**src/rtl/conv_weight_loader_if.sv**
```systemverilog
// conv_weight_loader_if
//   Control, upstream weight stream and weight-bus signals of the
//   convolution weight loader, bundled for one connection.
//   master : the controlling/upstream side (drives i_*, observes o_*)
//   slave  : the loader itself (observes i_*, drives o_*)
//   i_start    start a weight-load sequence
//   i_clr      synchronous abort
//   i_w_valid  upstream weight beat valid
//   i_w_data   signed upstream weight
//   o_w_ready  loader accepts a beat this cycle
//   o_w_en     weight-bus write strobe
//   o_addr     weight-bus element address (row*KERNEL_SIZE + column)
//   o_w        signed weight-bus data
//   o_busy     load sequence in progress
//   o_done     one-cycle completion pulse
interface conv_weight_loader_if #(
   parameter int WEIGHT_BW = 8,
   parameter int ADDR_BW   = 5
);
   logic                        i_start;
   logic                        i_clr;
   logic                        i_w_valid;
   logic signed [WEIGHT_BW-1:0] i_w_data;
   logic                        o_w_ready;
   logic                        o_w_en;
   logic        [ADDR_BW-1:0]   o_addr;
   logic signed [WEIGHT_BW-1:0] o_w;
   logic                        o_busy;
   logic                        o_done;

   modport master (
      output i_start, i_clr, i_w_valid, i_w_data,
      input  o_w_ready, o_w_en, o_addr, o_w, o_busy, o_done
   );

   modport slave (
      input  i_start, i_clr, i_w_valid, i_w_data,
      output o_w_ready, o_w_en, o_addr, o_w, o_busy, o_done
   );
endinterface

```
**src/rtl/conv_weight_loader.sv**
```systemverilog
// conv_weight_loader
//   Streams KERNEL_SIZE*KERNEL_SIZE signed weights from a valid/ready
//   upstream onto the conv-row weight bus, one write per accepted beat,
//   addresses row-major from 0. A one-cycle o_done accompanies the final
//   write.
//   clk    single clock, rising edge
//   rst_n  asynchronous active-low reset
//   bus    conv_weight_loader_if.slave (start/clear, weight stream, weight bus)
module conv_weight_loader #(
   parameter int KERNEL_SIZE = 5,
   parameter int WEIGHT_BW   = 8,
   parameter int ADDR_BW     = 5
) (
   input  logic                  clk,
   input  logic                  rst_n,
   conv_weight_loader_if.slave   bus
);

   localparam int                 NUM_W     = KERNEL_SIZE * KERNEL_SIZE;
   localparam logic [ADDR_BW-1:0] LAST_ADDR = ADDR_BW'(NUM_W - 1);

   typedef enum logic [1:0] {IDLE, LOAD, DONE} state_t;

   state_t                      state;
   logic        [ADDR_BW-1:0]   cnt;
   logic                        ready;
   logic                        accept;

   logic                        vld_p1;
   logic        [ADDR_BW-1:0]   addr_p1;
   logic signed [WEIGHT_BW-1:0] w_p1;
   logic                        done_p1;
   logic                        busy_p1;

   // An abort in the same cycle must refuse the beat, so ready is gated by i_clr.
   assign ready  = (state == LOAD) && !bus.i_clr;
   assign accept = ready && bus.i_w_valid;

   // ---- stage p0 -> p1: beat acceptance to weight-bus write ----
   always_ff @(posedge clk or negedge rst_n) begin
      if (!rst_n) begin
         state   <= IDLE;
         cnt     <= '0;
         vld_p1  <= 1'b0;
         addr_p1 <= '0;
         w_p1    <= '0;
         done_p1 <= 1'b0;
         busy_p1 <= 1'b0;
      end else begin
         vld_p1  <= accept;
         done_p1 <= 1'b0;
         if (accept) begin
            addr_p1 <= cnt;
            w_p1    <= bus.i_w_data;
         end

         case (state)
            IDLE: begin
               if (bus.i_start) begin
                  state   <= LOAD;
                  cnt     <= '0;
                  busy_p1 <= 1'b1;
               end
            end
            LOAD: begin
               if (accept) begin
                  if (cnt == LAST_ADDR) begin
                     // Counter parks on the last address; DONE carries the pulse.
                     state   <= DONE;
                     done_p1 <= 1'b1;
                  end else begin
                     cnt <= cnt + ADDR_BW'(1);
                  end
               end
            end
            DONE: begin
               state   <= IDLE;
               cnt     <= '0;
               busy_p1 <= 1'b0;
            end
            default: begin
               state   <= IDLE;
               cnt     <= '0;
               busy_p1 <= 1'b0;
            end
         endcase

         // Abort overrides everything, including a simultaneous i_start.
         if (bus.i_clr) begin
            state   <= IDLE;
            cnt     <= '0;
            busy_p1 <= 1'b0;
         end
      end
   end

   assign bus.o_w_ready = ready;
   assign bus.o_w_en    = vld_p1;
   assign bus.o_addr    = addr_p1;
   assign bus.o_w       = w_p1;
   assign bus.o_done    = done_p1;
   assign bus.o_busy    = busy_p1;

endmodule

```
**src/flat_wrapper.sv**
```systemverilog
// flat-port wrapper written by rule: the top's interface ports become plain ports
module conv_weight_loader_flat 
#(
   parameter int KERNEL_SIZE = 5,
   parameter int WEIGHT_BW   = 8,
   parameter int ADDR_BW     = 5
)
  (clk, rst_n, bus_i_start, bus_i_clr, bus_i_w_valid, bus_i_w_data, bus_o_w_ready, bus_o_w_en, bus_o_addr, bus_o_w, bus_o_busy, bus_o_done);
  conv_weight_loader_if #(.WEIGHT_BW(WEIGHT_BW), .ADDR_BW(ADDR_BW)) bus_i ();
  input  logic clk;
  input  logic rst_n;
  input wire logic [$bits(bus_i.i_start)-1:0] bus_i_start;
  input wire logic [$bits(bus_i.i_clr)-1:0] bus_i_clr;
  input wire logic [$bits(bus_i.i_w_valid)-1:0] bus_i_w_valid;
  input wire logic [$bits(bus_i.i_w_data)-1:0] bus_i_w_data;
  output wire logic [$bits(bus_i.o_w_ready)-1:0] bus_o_w_ready;
  output wire logic [$bits(bus_i.o_w_en)-1:0] bus_o_w_en;
  output wire logic [$bits(bus_i.o_addr)-1:0] bus_o_addr;
  output wire logic [$bits(bus_i.o_w)-1:0] bus_o_w;
  output wire logic [$bits(bus_i.o_busy)-1:0] bus_o_busy;
  output wire logic [$bits(bus_i.o_done)-1:0] bus_o_done;
  assign bus_i.i_start = bus_i_start;
  assign bus_i.i_clr = bus_i_clr;
  assign bus_i.i_w_valid = bus_i_w_valid;
  assign bus_i.i_w_data = bus_i_w_data;
  assign bus_o_w_ready = bus_i.o_w_ready;
  assign bus_o_w_en = bus_i.o_w_en;
  assign bus_o_addr = bus_i.o_addr;
  assign bus_o_w = bus_i.o_w;
  assign bus_o_busy = bus_i.o_busy;
  assign bus_o_done = bus_i.o_done;
  conv_weight_loader #(.KERNEL_SIZE(KERNEL_SIZE), .WEIGHT_BW(WEIGHT_BW), .ADDR_BW(ADDR_BW)) u_core (.clk(clk), .rst_n(rst_n), .bus(bus_i));
endmodule
```
**config.mk**
```make
export PLATFORM = sky130hd
export DESIGN_NAME = conv_weight_loader_flat
export DESIGN_NICKNAME = d
export VERILOG_FILES = /design/src/rtl/conv_weight_loader_if.sv /design/src/rtl/conv_weight_loader.sv /design/src/flat_wrapper.sv
export SDC_FILE = /design/constraint.sdc
export NUM_CORES = 1
export LEC_CHECK = 0
export CAP_MARGIN = 10
export CORE_AREA = 2 2 50 52
export CTS_CLUSTER_SIZE = 25
export DETAILED_ROUTE_END_ITERATION = 10
export DIE_AREA = 0 0 52 54
export GPL_TIMING_DRIVEN = 0
export PLACE_DENSITY = 0.81
export SLEW_MARGIN = 20
export SYNTH_ARGS = -nofsm -noshare
export SYNTH_HDL_FRONTEND = slang
export SYNTH_SLANG_ARGS = --single-unit
```
**constraint.sdc**
```tcl
create_clock -name clk -period 2.1 [get_ports clk]
set_input_delay 0.315 -clock clk [delete_from_list [all_inputs] [get_ports clk]]
set_output_delay 0.315 -clock clk [all_outputs]
set_load 0.1 [all_outputs]
```
==> key figures <==
Run status
  – Status: finished, final reports clean

Pwr
  – Part of the power in registers: 42.8%
  – Internal portion of total power: 656 uW
  – Maximum vdd ir drop: 832 uV
  – Clock share of power: 17.4%
  – Combinational share of power: 39.9%
  – Static leakage power: 0.000630 uW
  – Switching Fraction: 44.6%
  – Cell area power density: 890 nW/um2
  – Switch Pwr: 527 uW

Critical path
  – Family of cells with the greatest summed delay on the critical path: buffers and inverters
  – Startpoint class of the critical path: flip-flop
  – Crit path kind: flip-flop to primary output
  – End of the worst register-to-register path: u_core.cnt[2]
  – Category of the worst setup path capture point: primary output
  – Worst-case register-to-register setup slack: 0.43 ns
  – Maximum fanout count along the critical path: 10
  – Startpoint of the lowest-slack register-to-register path: u_core.cnt[0]
  – Arrival time of data at the critical path endpoint: 1.64 ns
  – Worst R2R Path Depth: 5
  – Worst endpoint required time: 1.78 ns
  – Crit-path cells: or2_2, clkbuf_1, nor2_2, buf_4
  – Slowest CP cell: sky130_fd_sc_hd__dfrtp_1
  – Delay of the slowest cell on the worst path: 0.37 ns
  – Worst path bufs/invs: 2

Global route
  – Global routing usage on met2: 25.3%
  – Largest net degree at the start of global routing: 24
  – Via count of the first global-routing pass: 726
  – Remaining Overflow, GRT: 0
  – Met1 Track Usage GR: 19.5%
  – Met3 track demand over resource: 4.17%
  – GRT Overall Usage: 16.3%
  – Top Usage Layer GRT: met2
  – Initial antenna violation count: 0
  – Global-route wire length before repair: 3.23 mm

Yosys
  – Combined area of all synthesized cells: 985 um2
  – Mux cell area share after synthesis: 15.9%
  – Most area-hungry cell type in the Yosys netlist: sky130_fd_sc_hd__dfrtp_1
  – Area share of xor/xnor cells in the synthesized design: 0%
  – Area share of the leading cell type in the synthesized netlist: 58.4%
  – Post-synthesis simple-gate area fraction: 15.0%
  – Largest family of logic cells by synthesized area: multiplexers
  – Yosys warnings: 0
  – Adder-cell share of the synthesized area: 2.54%
  – Instance count of the mapped netlist: 80
  – Post-synthesis sequential area ratio: 58.4%
  – Largest cells by area after synthesis: sky130_fd_sc_hd__dfrtp_1 (58%), sky130_fd_sc_hd__mux2_2 (15%), sky130_fd_sc_hd__nand3_1 (3.0%)
  – EDFF count, synth: 0
  – Net count after synthesis: 95
  – FFs w/ async S/R, synth: 100%
  – Top FF cell, synth: sky130_fd_sc_hd__dfrtp_1
  – Count of state elements after synthesis: 23
  – Post-Synthesis Mean Instance Area: 12.3 um2
  – Compound-cell area share of the yosys netlist: 4.70%
  – Unique masters post-synth: 23

Finish
  – Fill count: 202
  – Footprint of the multi-input gates: 378 um2
  – Commonest cells after routing, fill and taps aside: sky130_fd_sc_hd__dfrtp_1 (23), sky130_fd_sc_hd__dlygate4sd2_1 (15), sky130_fd_sc_hd__mux2_2 (13), sky130_fd_sc_hd__clkdlybuf4s50_1 (11)
  – Synthesis-to-finish area growth: 34.9%
  – Number of antenna repair diodes: 0
  – Final Util: 57.3%
  – Net count reported at finish: 130
  – Register Area: 576 um2
  – Share of layout cells above drive strength 1: 21.9%
  – Final Instance Area: 1330 um2
  – Commonest non-fill, non-tap cell in the layout: sky130_fd_sc_hd__dfrtp_1

CTS
  – Number of clock buffers inserted by TritonCTS: 3
  – Clock-pin slew reported for the worst setup and hold paths after clock tree synthesis: 0.13 ns
  – Count of H-tree levels built during CTS: 1
  – Max clock buf depth: 2
  – Clock tree from TritonCTS: yes
  – Clock latency on the worst-skew pair: 0.32 ns
  – Number of sinks on the clock net: 23
  – Clock Root Buffer: sky130_fd_sc_hd__clkbuf_4
  – Post-CTS setup-driven buffer insertion count: 0

Worst hold path
  – Worst hold-check path type: input pin to asynchronous set/reset pin

Die
  – Starting utilization of the core area: 42.4%
  – Die area: 2810 um2
  – IO Count: 30
  – Die height: 54 um
  – Count of standard-cell rows: 18
  – Core region area: 2320 um2
  – Horiz. Die Dim: 52 um

Place
  – Placement Cell Area: 1320 um2
  – Placed wire-length estimate: 1.44 mm
  – Gp weighted congestion: 0.744
  – Count of port buffers added during placement: 29

Drt
  – Total DRC errors in the routed layout: 0
  – Count of vias placed by the detailed router: 763
  – Count of routing violations after the opening detailed-route iteration: 14
  – Routed len/inst: 13.3 um
  – Antenna Nets Post-Route: 0
  – First-pass iteration count of the detailed router: 4
  – Aggregate routed wire length: 1.92 mm
  – Post-DR vias/cell: 5.30

STA
  – Fin Clk Skew: 0.00689 ns
  – Number of hold violations in the final report: 0
  – Achievable clock frequency: 510 MHz
  – Final period demand of the worst path: 1.96 ns
  – Final count of negative-setup-slack endpoints: 0
  – Fraction of the cycle the final worst path needs: 93.3%
  – Slew @ Worst Pin: 0.970 ns
  – Slew HR: 35.6%
  – Setup repair after global routing missed its margin: false
  – Number of slew-limit violations in the final report: 0
  – Post-Route Setup TNS: 0 ns

Run
  – Number of max-cap violations: 0
[state kept, by name (all words and copies together), names as in the netlist]
| register | count |
|---|---|
| u_core.bus.o_addr | 5 |
| u_core.bus.o_busy | 1 |
| u_core.bus.o_done | 1 |
| u_core.bus.o_w | 8 |
| u_core.bus.o_w_en | 1 |
| u_core.cnt | 5 |
| u_core.state | 2 |
[per-layer routing]
metal / part of all wire, % / wire length [um]
met5: 0 / 0
met4: 2.9 / 56
met3: 4.9 / 94
met2: 52 / 988
met1: 41 / 778
[logic make-up after synthesis]
kind of cell / after synthesis
simple gates: 27
flops: 23
mux: 14
compound gates: 8
buf+inv: 6
fa+ha+maj: 2
[cell usage after synthesis (all sizes together), types with 3 or more instances]
library cell  count
a31oi             4
nand2             6
dfrtp            23
nor2              4
nand3             6
inv               3
or4               3
mux2             13
[layout make-up]
type | instances | area share, %
buffer | 3 | 1.69
sequential | 23 | 43.3
inverter | 3 | 0.847
clock buffer | 3 | 1.69
multi-input combinational | 51 | 28.4
timing repair buffer | 30 | 20.8
tap | 30 | 2.82
clock inverter | 1 | 0.377
[what timing repair did]
item,CTS,global route
hold buffers,0,1
gates resized for setup,21,1
setup endpoints to repair,16,1
hold endpoints to repair,0,23
cloned,0,0
[per-stage QoR]
| stage | setup WS, ns | hold WS (ns) | std cells | power, uW |
|---|---|---|---|---|
| 2_1_floorplan | 0.143 | 0.0194 | 80 | 887 |
| 3_3_place_gp | -0.691 | 0.482 | 139 | 1010 |
| 3_5_place_dp | -0.704 | 0.495 | 139 | 1020 |
| 4_1_cts | 0.00118 | 0.519 | 143 | 1190 |
| 5_1_grt | 0.0639 | 0.501 | 144 | 1240 |
| 6_report | 0.140 | 0.469 | 144 | 1180 |
[worst max path at each step]
stage,cells after the start,slack (ns),endpoint,from
after floorplan,3,0.14,bus_o_w_ready,u_core.state[1]
after global placement,5,-0.69,bus_o_w_ready,bus_i_clr
after detailed placement,5,-0.70,bus_o_w_ready,bus_i_clr
after CTS,1,0.001,bus_o_w_en,u_core.bus.o_w_en
after global routing,4,0.06,bus_o_w_ready,u_core.state[1]
final,4,0.14,bus_o_w_ready,u_core.state[1]
[power groups by stage]
stage          Combinational, uW  Clock [uW]  Sequential (uW)
5_1_grt                      489         238              513
3_3_place_gp                 499           0              515
4_1_cts                      474         213              507
2_1_floorplan               70.1           0              817
6_report                     472         206              506
3_5_place_dp                 502           0              518
No activity file was read; power rests on OpenSTA's default activity.
